--- src/rtl/alu_exec_stage.sv ---
// rtl/alu_exec_stage.sv - execute stage: B shifter, operand selects, ALU with multi-cycle shift-add MUL
module alu_exec_stage #(
    parameter int WIDTH = 16
) (
    input  logic             clk,
    input  logic             rst_n,
    input  logic             start,
    input  logic [2:0]       aluop,
    input  logic [1:0]       shift,
    input  logic             asel,
    input  logic             bsel,
    input  logic             loadc,
    input  logic             loads,
    input  logic [WIDTH-1:0] A,
    input  logic [WIDTH-1:0] B,
    input  logic [WIDTH-1:0] sximm5,
    output logic             busy,
    output logic             done,
    output logic [WIDTH-1:0] C,
    output logic [2:0]       status
);

    localparam int CW = $clog2(WIDTH + 1);

    typedef enum logic {IDLE, MUL} state_t;

    state_t           state_q, state_d;
    logic [CW-1:0]    cnt_q, cnt_d;
    logic [WIDTH-1:0] acc_q, acc_d;
    logic [WIDTH-1:0] mcand_q, mcand_d;
    logic [WIDTH-1:0] mplier_q, mplier_d;
    logic             loadc_q, loadc_d;
    logic             loads_q, loads_d;
    logic [WIDTH-1:0] c_q, c_d;
    logic [2:0]       status_q, status_d;
    logic             busy_q, busy_d;
    logic             done_q, done_d;

    logic [WIDTH-1:0] bsh, ain, bin, alu_res, step_acc;
    logic             alu_v;

    always_comb begin
        case (shift)
            2'b01:   bsh = {B[WIDTH-2:0], 1'b0};
            2'b10:   bsh = {1'b0, B[WIDTH-1:1]};
            2'b11:   bsh = {B[WIDTH-1], B[WIDTH-1:1]};
            default: bsh = B;
        endcase
        ain = asel ? '0 : A;
        bin = bsel ? sximm5 : bsh;

        alu_res = '0;
        alu_v   = 1'b0;
        case (aluop)
            3'b000: begin
                alu_res = ain + bin;
                alu_v   = (ain[WIDTH-1] == bin[WIDTH-1]) && (alu_res[WIDTH-1] != ain[WIDTH-1]);
            end
            3'b001: begin
                alu_res = ain - bin;
                alu_v   = (ain[WIDTH-1] != bin[WIDTH-1]) && (alu_res[WIDTH-1] != ain[WIDTH-1]);
            end
            3'b010:  alu_res = ain & bin;
            3'b011:  alu_res = ~bin;
            default: alu_res = '0;
        endcase

        // One partial product per clock: multiplicand walks left, multiplier walks right.
        step_acc = acc_q + (mplier_q[0] ? mcand_q : '0);
    end

    always_comb begin
        state_d  = state_q;
        cnt_d    = cnt_q;
        acc_d    = acc_q;
        mcand_d  = mcand_q;
        mplier_d = mplier_q;
        loadc_d  = loadc_q;
        loads_d  = loads_q;
        c_d      = c_q;
        status_d = status_q;
        busy_d   = busy_q;
        done_d   = 1'b0;

        case (state_q)
            IDLE: begin
                if (start) begin
                    if (aluop == 3'b100) begin
                        state_d  = MUL;
                        busy_d   = 1'b1;
                        cnt_d    = '0;
                        acc_d    = '0;
                        mcand_d  = ain;
                        mplier_d = bin;
                        loadc_d  = loadc;
                        loads_d  = loads;
                    end else begin
                        done_d = 1'b1;
                        // Reserved opcodes complete but leave C and status untouched.
                        if (!aluop[2]) begin
                            if (loadc) c_d = alu_res;
                            if (loads) status_d = {alu_res[WIDTH-1], alu_v, alu_res == '0};
                        end
                    end
                end
            end
            MUL: begin
                acc_d    = step_acc;
                mcand_d  = {mcand_q[WIDTH-2:0], 1'b0};
                mplier_d = {1'b0, mplier_q[WIDTH-1:1]};
                cnt_d    = cnt_q + 1'b1;
                if (cnt_q == CW'(WIDTH - 1)) begin
                    state_d = IDLE;
                    busy_d  = 1'b0;
                    done_d  = 1'b1;
                    cnt_d   = '0;
                    if (loadc_q) c_d = step_acc;
                    if (loads_q) status_d = {step_acc[WIDTH-1], 1'b0, step_acc == '0};
                end
            end
            default: state_d = IDLE;
        endcase
    end

    always_ff @(posedge clk or negedge rst_n) begin
        if (!rst_n) begin
            state_q  <= IDLE;
            cnt_q    <= '0;
            acc_q    <= '0;
            mcand_q  <= '0;
            mplier_q <= '0;
            loadc_q  <= 1'b0;
            loads_q  <= 1'b0;
            c_q      <= '0;
            status_q <= '0;
            busy_q   <= 1'b0;
            done_q   <= 1'b0;
        end else begin
            state_q  <= state_d;
            cnt_q    <= cnt_d;
            acc_q    <= acc_d;
            mcand_q  <= mcand_d;
            mplier_q <= mplier_d;
            loadc_q  <= loadc_d;
            loads_q  <= loads_d;
            c_q      <= c_d;
            status_q <= status_d;
            busy_q   <= busy_d;
            done_q   <= done_d;
        end
    end

    assign busy   = busy_q;
    assign done   = done_q;
    assign C      = c_q;
    assign status = status_q;

endmodule
--- config.mk ---
export PLATFORM = sky130hd
export DESIGN_NAME = alu_exec_stage
export DESIGN_NICKNAME = d
export VERILOG_FILES = /design/src/rtl/alu_exec_stage.sv
export SDC_FILE = /design/constraint.sdc
export NUM_CORES = 1
export LEC_CHECK = 0
export CORE_MARGIN = 5
export CORE_UTILIZATION = 58
export CTS_CLUSTER_DIAMETER = 200
export DETAILED_ROUTE_END_ITERATION = 12
export PLACE_DENSITY = 0.82
export SLEW_MARGIN = 0
export SYNTH_ARGS = -nofsm -noshare
export SYNTH_HDL_FRONTEND = slang
export SYNTH_SLANG_ARGS = --single-unit
export TNS_END_PERCENT = 10
--- constraint.sdc ---
create_clock -name clk -period 4 [get_ports clk]
set_clock_uncertainty 0.15 [all_clocks]
set_input_delay 0.6 -clock clk [delete_from_list [all_inputs] [get_ports clk]]
set_output_delay 0.6 -clock clk [all_outputs]
set_load 0.02 [all_outputs]
==> flow_summary_export.csv, run 1 <==
group,metric,value,unit
synthesis,ys_ff_latch,77,
place,place_ws,-0.632,ns
cts,cts_sinks,77,
sta,relSlewSlack,35.9,%
sta,worst_slew_pin_slew,0.962,ns
place,dp_hpwl,17300,microns
floorplanning,die_w,119,microns
worst_setup_path,required,4.13,ns
synthesis,synth.distinct_cells,87,
cts,h-tree-depth,3,
detailed_routing,drc_errors,0,
place,dpl_cell_area,8890,sq um
pwr,power.density,444,nW/um^2
cells_and_area,antenna_cells,0,
worst_setup_path,path_common_cell,"buf_4",
detailed_routing,dr.first_iter.drc_count,946,
synthesis,synth_area,6920,sq um
cells_and_area,final_area,9790,sq um
pwr,power.total,4.34,mW
run_status,outcome,"finished clean",
worst_setup_path,cp-end-kind,"flip-flop",
cts,clkTransAtPathRegs,0.06,ns
hold_path,hold_class,"input port to asynchronous set/reset pin",
detailed_routing,wl,24800,microns
sta,timing.hold.ws,0.260,ns
floorplanning,coreArea,11900,sq um
place,port_buffers,80,
worst_setup_path,critPathLaunchType,"input port",
cells_and_area,final_util,82.5,%
pwr,peakVddDrop,0.000503,V
sta,final.min_clock_period,3.93,ns
synthesis,synth-async-reset-ratio,100,%
synthesis,synth_edf_count,0,
place,gp_congestion,0.969,
synthesis,ys_seq_area_share,27.8,%
grt,grt_use_total,32.7,%
cts,cts_tree,"done",
grt,grt_antenna_before_repair,1,
sta,maxSlewViolCount,0,
detailed_routing,wl_per_cell,20.5,microns
sta,hold_viol,0,
cells_and_area,final_cells,1211,
cells_and_area,syn_to_final_growth,41.4,%
floorplanning,ioPinCount,81,
synthesis,ys.warnings.count,0,
worst_setup_path,slowest_delay,0.43,ns
floorplanning,dieArea,14200,sq um
job,max_cap_viol_count,0,
floorplanning,start_util,58.4,%
floorplanning,die_y,119,microns
place,dp_cells,1180,
cts,clockBufferDepth,2,
synthesis,netlist.area_leader.share,27.8,%
sta,setup_viol,0,
detailed_routing,ant_nets,0,
grt,grt_pass1_wl,37300,microns
pwr,leakagePower,4.45,nW
cts,holdBufCountCts,0,
worst_setup_path,critical_path_class,"input port to flip-flop",
floorplanning,num_rows,40,
sta,finalCritPeriodShare,98.2,%
grt,grt_max_degree,78,
sta,worst_slack,0.0702,ns
synthesis,synth_common_cells,"nand2_1 (117), o21ai_0 (81), dfrtp_1 (77)",
worst_setup_path,critPathArrivalTime,4.06,ns
worst_setup_path,path_cells,"dlygate4sd2_1 -> buf_4 -> or2_4 -> buf_4 -> o221ai_4 -> inv_1 -> ha_1 -> or3_4 -> nor4_2 -> a21oi_1 -> a221o_1 -> o2bb2ai_1 -> or2_1 -> nor4_4 -> a31o_1",
detailed_routing,viasPerCell,6.29,
synthesis,avgSynthCellArea,8.21,sq um
grt,grt_pass1_vias,7497,
cells_and_area,drive_gt1_share,27.9,%
sta,tns,0,ns
cells_and_area,n_fill_cell,720,
cts,clkLatencyLatePin,0.34,ns
cts,cts_buffers,9,
synthesis,yosys_most_used_dff,"dfrtp_1",
cells_and_area,num-nets-final,1172,
sta,fmax,254,MHz
synthesis,synth_cells,843,
worst_setup_path,crit_slowest_cell,"or3_4",
synthesis,synth.area.top_cells,"dfrtp_1 (28%), ha_1 (9.0%), nand2_1 (6.3%)",
detailed_routing,vias,7619,
worst_setup_path,cp_max_fo,6,
worst_setup_path,ff2ff_path_depth,12,
grt,overflow,0,
synthesis,yosysTopAreaCell,"dfrtp_1",
synthesis,synth.most_common_cell,"nand2_1",
detailed_routing,dr.pass1.iters,5,
synthesis,syn_nets,956,
cts,clockRootBuffer,"clkbuf_16",
## where the power goes
group | internal (mW) | total, mW | switching, mW
sequential | 1.05 | 1.24 | 0.189
combinational | 0.941 | 2.15 | 1.21
clock | 0.625 | 0.955 | 0.330
## final timing paths
path | from | slack [ns] | end
setup / recovery | shift[1] | 0.07 | status[0]
hold / removal | rst_n | 0.26 | acc_q[12]
setup reg to reg | mcand_q[0] | 0.32 | status[0]
hold reg to reg | mplier_q[15] | 0.34 | mplier_q[14]
max in group asynchronous | rst_n | 2.75 | state_q
min in group clk | mplier_q[15] | 0.34 | mplier_q[14]
## worst max-delay path: cells and delay by family
kind	cells	cell delay (ns)
and+or+nand+nor	5	1.45
adders and majority gates	1	0.32
buffers and inverters	4	0.66
AOI/OAI and AO/OA	5	1.01
## cells in the final DEF, fill, tap and decap left out, types with 5 or more instances in the layout
| master | n |
|---|---|
| xnor2_1 | 14 |
| a31oi_1 | 7 |
| nor3b_1 | 5 |
| buf_4 | 168 |
| o21ai_0 | 81 |
| a211oi_2 | 6 |
| o21ai_1 | 7 |
| nand3_1 | 14 |
| o21bai_1 | 5 |
| nand2b_1 | 9 |
| a21oi_2 | 6 |
| a211oi_1 | 7 |
| o31ai_1 | 5 |
| ha_1 | 36 |
| nor2b_1 | 25 |
| clkbuf_16 | 9 |
| mux2i_1 | 41 |
| and2_1 | 16 |
| mux2_2 | 9 |
| nor3_1 | 19 |
| a21boi_0 | 5 |
| inv_1 | 25 |
| xor2_1 | 7 |
| inv_2 | 5 |
| dfrtp_1 | 76 |
| nor2_1 | 57 |
| a21oi_1 | 40 |
| o211ai_1 | 6 |
| nand2_1 | 117 |
| ha_4 | 10 |
| a21o_1 | 11 |
| clkdlybuf4s50_1 | 71 |
## logic make-up (layout without fill, tap and decap cells)
| logic type | count (synthesis) | after routing | synth area share (%) |
|---|---|---|---|
| buffers and inverters | 78 | 299 | 4.75 |
| adder cells (fa/ha/maj) | 53 | 53 | 9.91 |
| XOR/XNOR | 21 | 21 | 2.66 |
| AND/OR/NAND/NOR | 302 | 302 | 21.0 |
| flip-flops | 77 | 77 | 27.8 |
| AO/OA/AOI/OAI | 260 | 260 | 26.1 |
| multiplexers | 52 | 52 | 7.75 |
## what timing repair did
action,CTS,global route
setup buffers,7,7
gates cloned,0,1
pin swaps,22,28
endpoints found under the setup margin,5,4
gates resized for setup,42,48
## flip-flops by register name (all words and copies together) (netlist names)
| name | cells |
|---|---|
| C | 16 |
| cnt_q | 5 |
| status | 3 |
| loadc_q | 1 |
| state_q | 1 |
| done | 1 |
| mcand_q | 16 |
| mplier_q | 16 |
| busy | 1 |
| loads_q | 1 |
| acc_q | 16 |
## metal layers
metal / share of wire (%) / global-route usage [%] / wire length, microns / vias to the layer above
li1: - / - / - / 3468
met1: 38 / 40.1 / 9450 / 3571
met2: 48 / 56.0 / 12000 / 466
met3: 8.6 / 6.13 / 2130 / 112
met4: 5.0 / 13.9 / 1240 / 2
met5: 0.052 / 0 / 13 / -
## cell type report
type                       instances  area, sq um  area share, %
clock buffer                      10          239           2.44
clock inverter                     6          110           1.12
multi-input combinational        688         5090           52.0
inverter                          31          120           1.23
tap                              147          184           1.88
timing repair buffer             251         2110           21.5
timing repair inverter             1         7.51         0.0767
sequential                        77         1930           19.7
Power figures use the tool's default switching activity.
==> run 2: changes to the inputs <==
Settings changed: CORE_MARGIN 5 to 8, CTS_CLUSTER_DIAMETER 200 to unset, SETUP_SLACK_MARGIN set to 0.05.
==> run 2 against run 1 <==
Compared with the run above: cell count shrank 1.5%; routed wire length down 3.5%; core utilization shrank 3.0 points; clock power is 19% lower; non-clock buffer count down 17; largest cell class unchanged; critical path depth is the same; critical endpoint unchanged.
==> flow_summary_export.csv, run 2 (synthesis results as in run 1) <==
group,metric,value,unit
sta,worst_slew_pin_slew,0.968,ns
pwr,peakVddDrop,0.000458,V
detailed_routing,ant_nets,0,
worst_setup_path,required,4.13,ns
run_status,outcome,"finished clean",
sta,relSlewSlack,35.5,%
cts,cts_tree,"done",
cts,cts_sinks,77,
cts,clockBufferDepth,2,
grt,grt_pass1_wl,37900,microns
worst_setup_path,cp-end-kind,"flip-flop",
floorplanning,num_rows,40,
pwr,switching_share,40.8,%
cts,h-tree-depth,3,
detailed_routing,wl_per_cell,20.1,microns
pwr,p_sw,1.66,mW
sta,maxSlewViolCount,0,
sta,timing.hold.ws,0.273,ns
detailed_routing,wl,24000,microns
floorplanning,ioPinCount,81,
hold_path,hold_class,"input port to asynchronous set/reset pin",
cells_and_area,multiInputGateArea,4920,sq um
grt,grt.met2_usage,50.1,%
job,max_cap_viol_count,0,
worst_setup_path,cp_max_fo,5,
detailed_routing,dr.pass1.iters,7,
place,dpl_cell_area,8840,sq um
grt,overflow,0,
cells_and_area,register_area,1930,sq um
cts,holdBufCountCts,0,
sta,grt_setup_unrepaired,"true",
grt,met1_usage,34.3,%
detailed_routing,drc_errors,0,
pwr,internal_power,2.41,mW
cells_and_area,final_cell_mix,"buf_4 (152), nand2_1 (117), o21ai_0 (77), dfrtp_1 (76), clkdlybuf4s50_1 (71)",
pwr,power.total,4.07,mW
sta,final.min_clock_period,3.87,ns
pwr,power.density,433,nW/um^2
cts,clkTransAtPathRegs,0.06,ns
pwr,leakagePower,4.30,nW
cts,clkLatencyLatePin,0.34,ns
cells_and_area,final_common_cell,"buf_4",
grt,busiest_layer,"met2",
worst_setup_path,critPathLaunchType,"input port",
cells_and_area,n_fill_cell,784,
worst_setup_path,critical_path_class,"input port to flip-flop",
detailed_routing,viasPerCell,6.31,
floorplanning,die_w,125,microns
cts,clockRootBuffer,"clkbuf_16",
cells_and_area,num-nets-final,1154,
sta,finalCritPeriodShare,96.8,%
cells_and_area,drive_gt1_share,25.1,%
grt,grt_use_total,29.7,%
grt,grt_max_degree,80,
cells_and_area,syn_to_final_growth,35.8,%
place,port_buffers,80,
worst_setup_path,critPathArrivalTime,4.00,ns
place,gp_congestion,0.955,
grt,grt_use_met3,5.86,%
floorplanning,die_y,125,microns
cells_and_area,final_area,9400,sq um
grt,grt_pass1_vias,7608,
pwr,p_seq_share,31.1,%
place,dp_hpwl,18500,microns
sta,setup_viol,0,
grt,grt_antenna_before_repair,0,
sta,hold_viol,0,
floorplanning,coreArea,11800,sq um
floorplanning,dieArea,15700,sq um
detailed_routing,vias,7531,
floorplanning,start_util,58.6,%
cells_and_area,antenna_cells,0,
cells_and_area,final_util,79.6,%
sta,fmax,258,MHz
pwr,clockPowerShare,18.9,%
sta,tns,0,ns
cts,cts_buffers,9,
pwr,combPwrFrac,49.9,%
detailed_routing,dr.first_iter.drc_count,875,
[run 2: per-layer routing]
layer / vias up / wire length [microns]
li1: 3437 / -
met5: - / 0
met1: 3597 / 9760
met2: 388 / 11300
met3: 109 / 1510
met4: 0 / 1360
[run 2: critical path, cell delays in order]
cell	delay, ns
clkdlybuf4s50_1	0.46
mux2i_1	0.15
o21ai_1	0.12
mux2i_2	0.22
buf_4	0.16
inv_1	0.04
ha_1	0.30
or3_4	0.43
o311ai_2	0.27
a21oi_1	0.11
a221o_1	0.31
o2bb2ai_1	0.14
or2_1	0.27
nor4_4	0.26
a31o_1	0.17
[run 2: area by class of cell]
cell class	count	area share [%]
Timing Repair Buffer	234	20.9
Tap cell	147	1.96
Clock inverter	3	0.213
Clock buffer	13	2.77
Multi-Input combinational cell	688	52.4
Inverter	31	1.24
Sequential cell	77	20.5
[run 2: power groups by stage]
| stage | registers, mW | logic [mW] | clock network [mW] |
|---|---|---|---|
| 6_report | 1.27 | 2.03 | 0.770 |
| 5_1_grt | 1.29 | 2.19 | 0.796 |
| 4_1_cts | 1.26 | 1.96 | 0.772 |
| 3_5_place_dp | 1.27 | 1.92 | 0 |
| 3_3_place_gp | 1.24 | 1.84 | 0 |
| 2_1_floorplan | 1.29 | 1.10 | 0 |
[run 2: path summary, 6_finish.rpt]
path,from,end,slack [ns],depth (start not counted)
worst max-delay path,B[11],status[0],0.13,15
worst min-delay path,rst_n,mcand_q[14],0.27,1
worst max register to register,mcand_q[0],status[0],0.22,12
worst min register to register,C[0],C[0],0.33,2
max in group asynchronous,rst_n,state_q,2.76,1
min in group clk,C[0],C[0],0.33,2
[run 2: through the flow]
| stage | cells | worst slack [ns] |
|---|---|---|
| after floorplan | 843 | 0.0787 |
| after global placement | 1172 | -0.640 |
| after detailed placement | 1172 | -0.740 |
| after CTS | 1192 | 0.0475 |
| after global routing | 1193 | -0.0297 |
| final | 1193 | 0.128 |
[run 2: what timing repair did]
action	CTS	global route
setup buffers	4	1
setup endpoints to repair	7	7
hold endpoints to repair	0	0
gates resized for setup	34	36
pin swaps	22	16
==> run 3: changes to the inputs <==
Settings changed: SKIP_LAST_GASP set to 1.
==> results of run 3 <==
The final DEF is identical to that of run 2; final timing and power are the same.
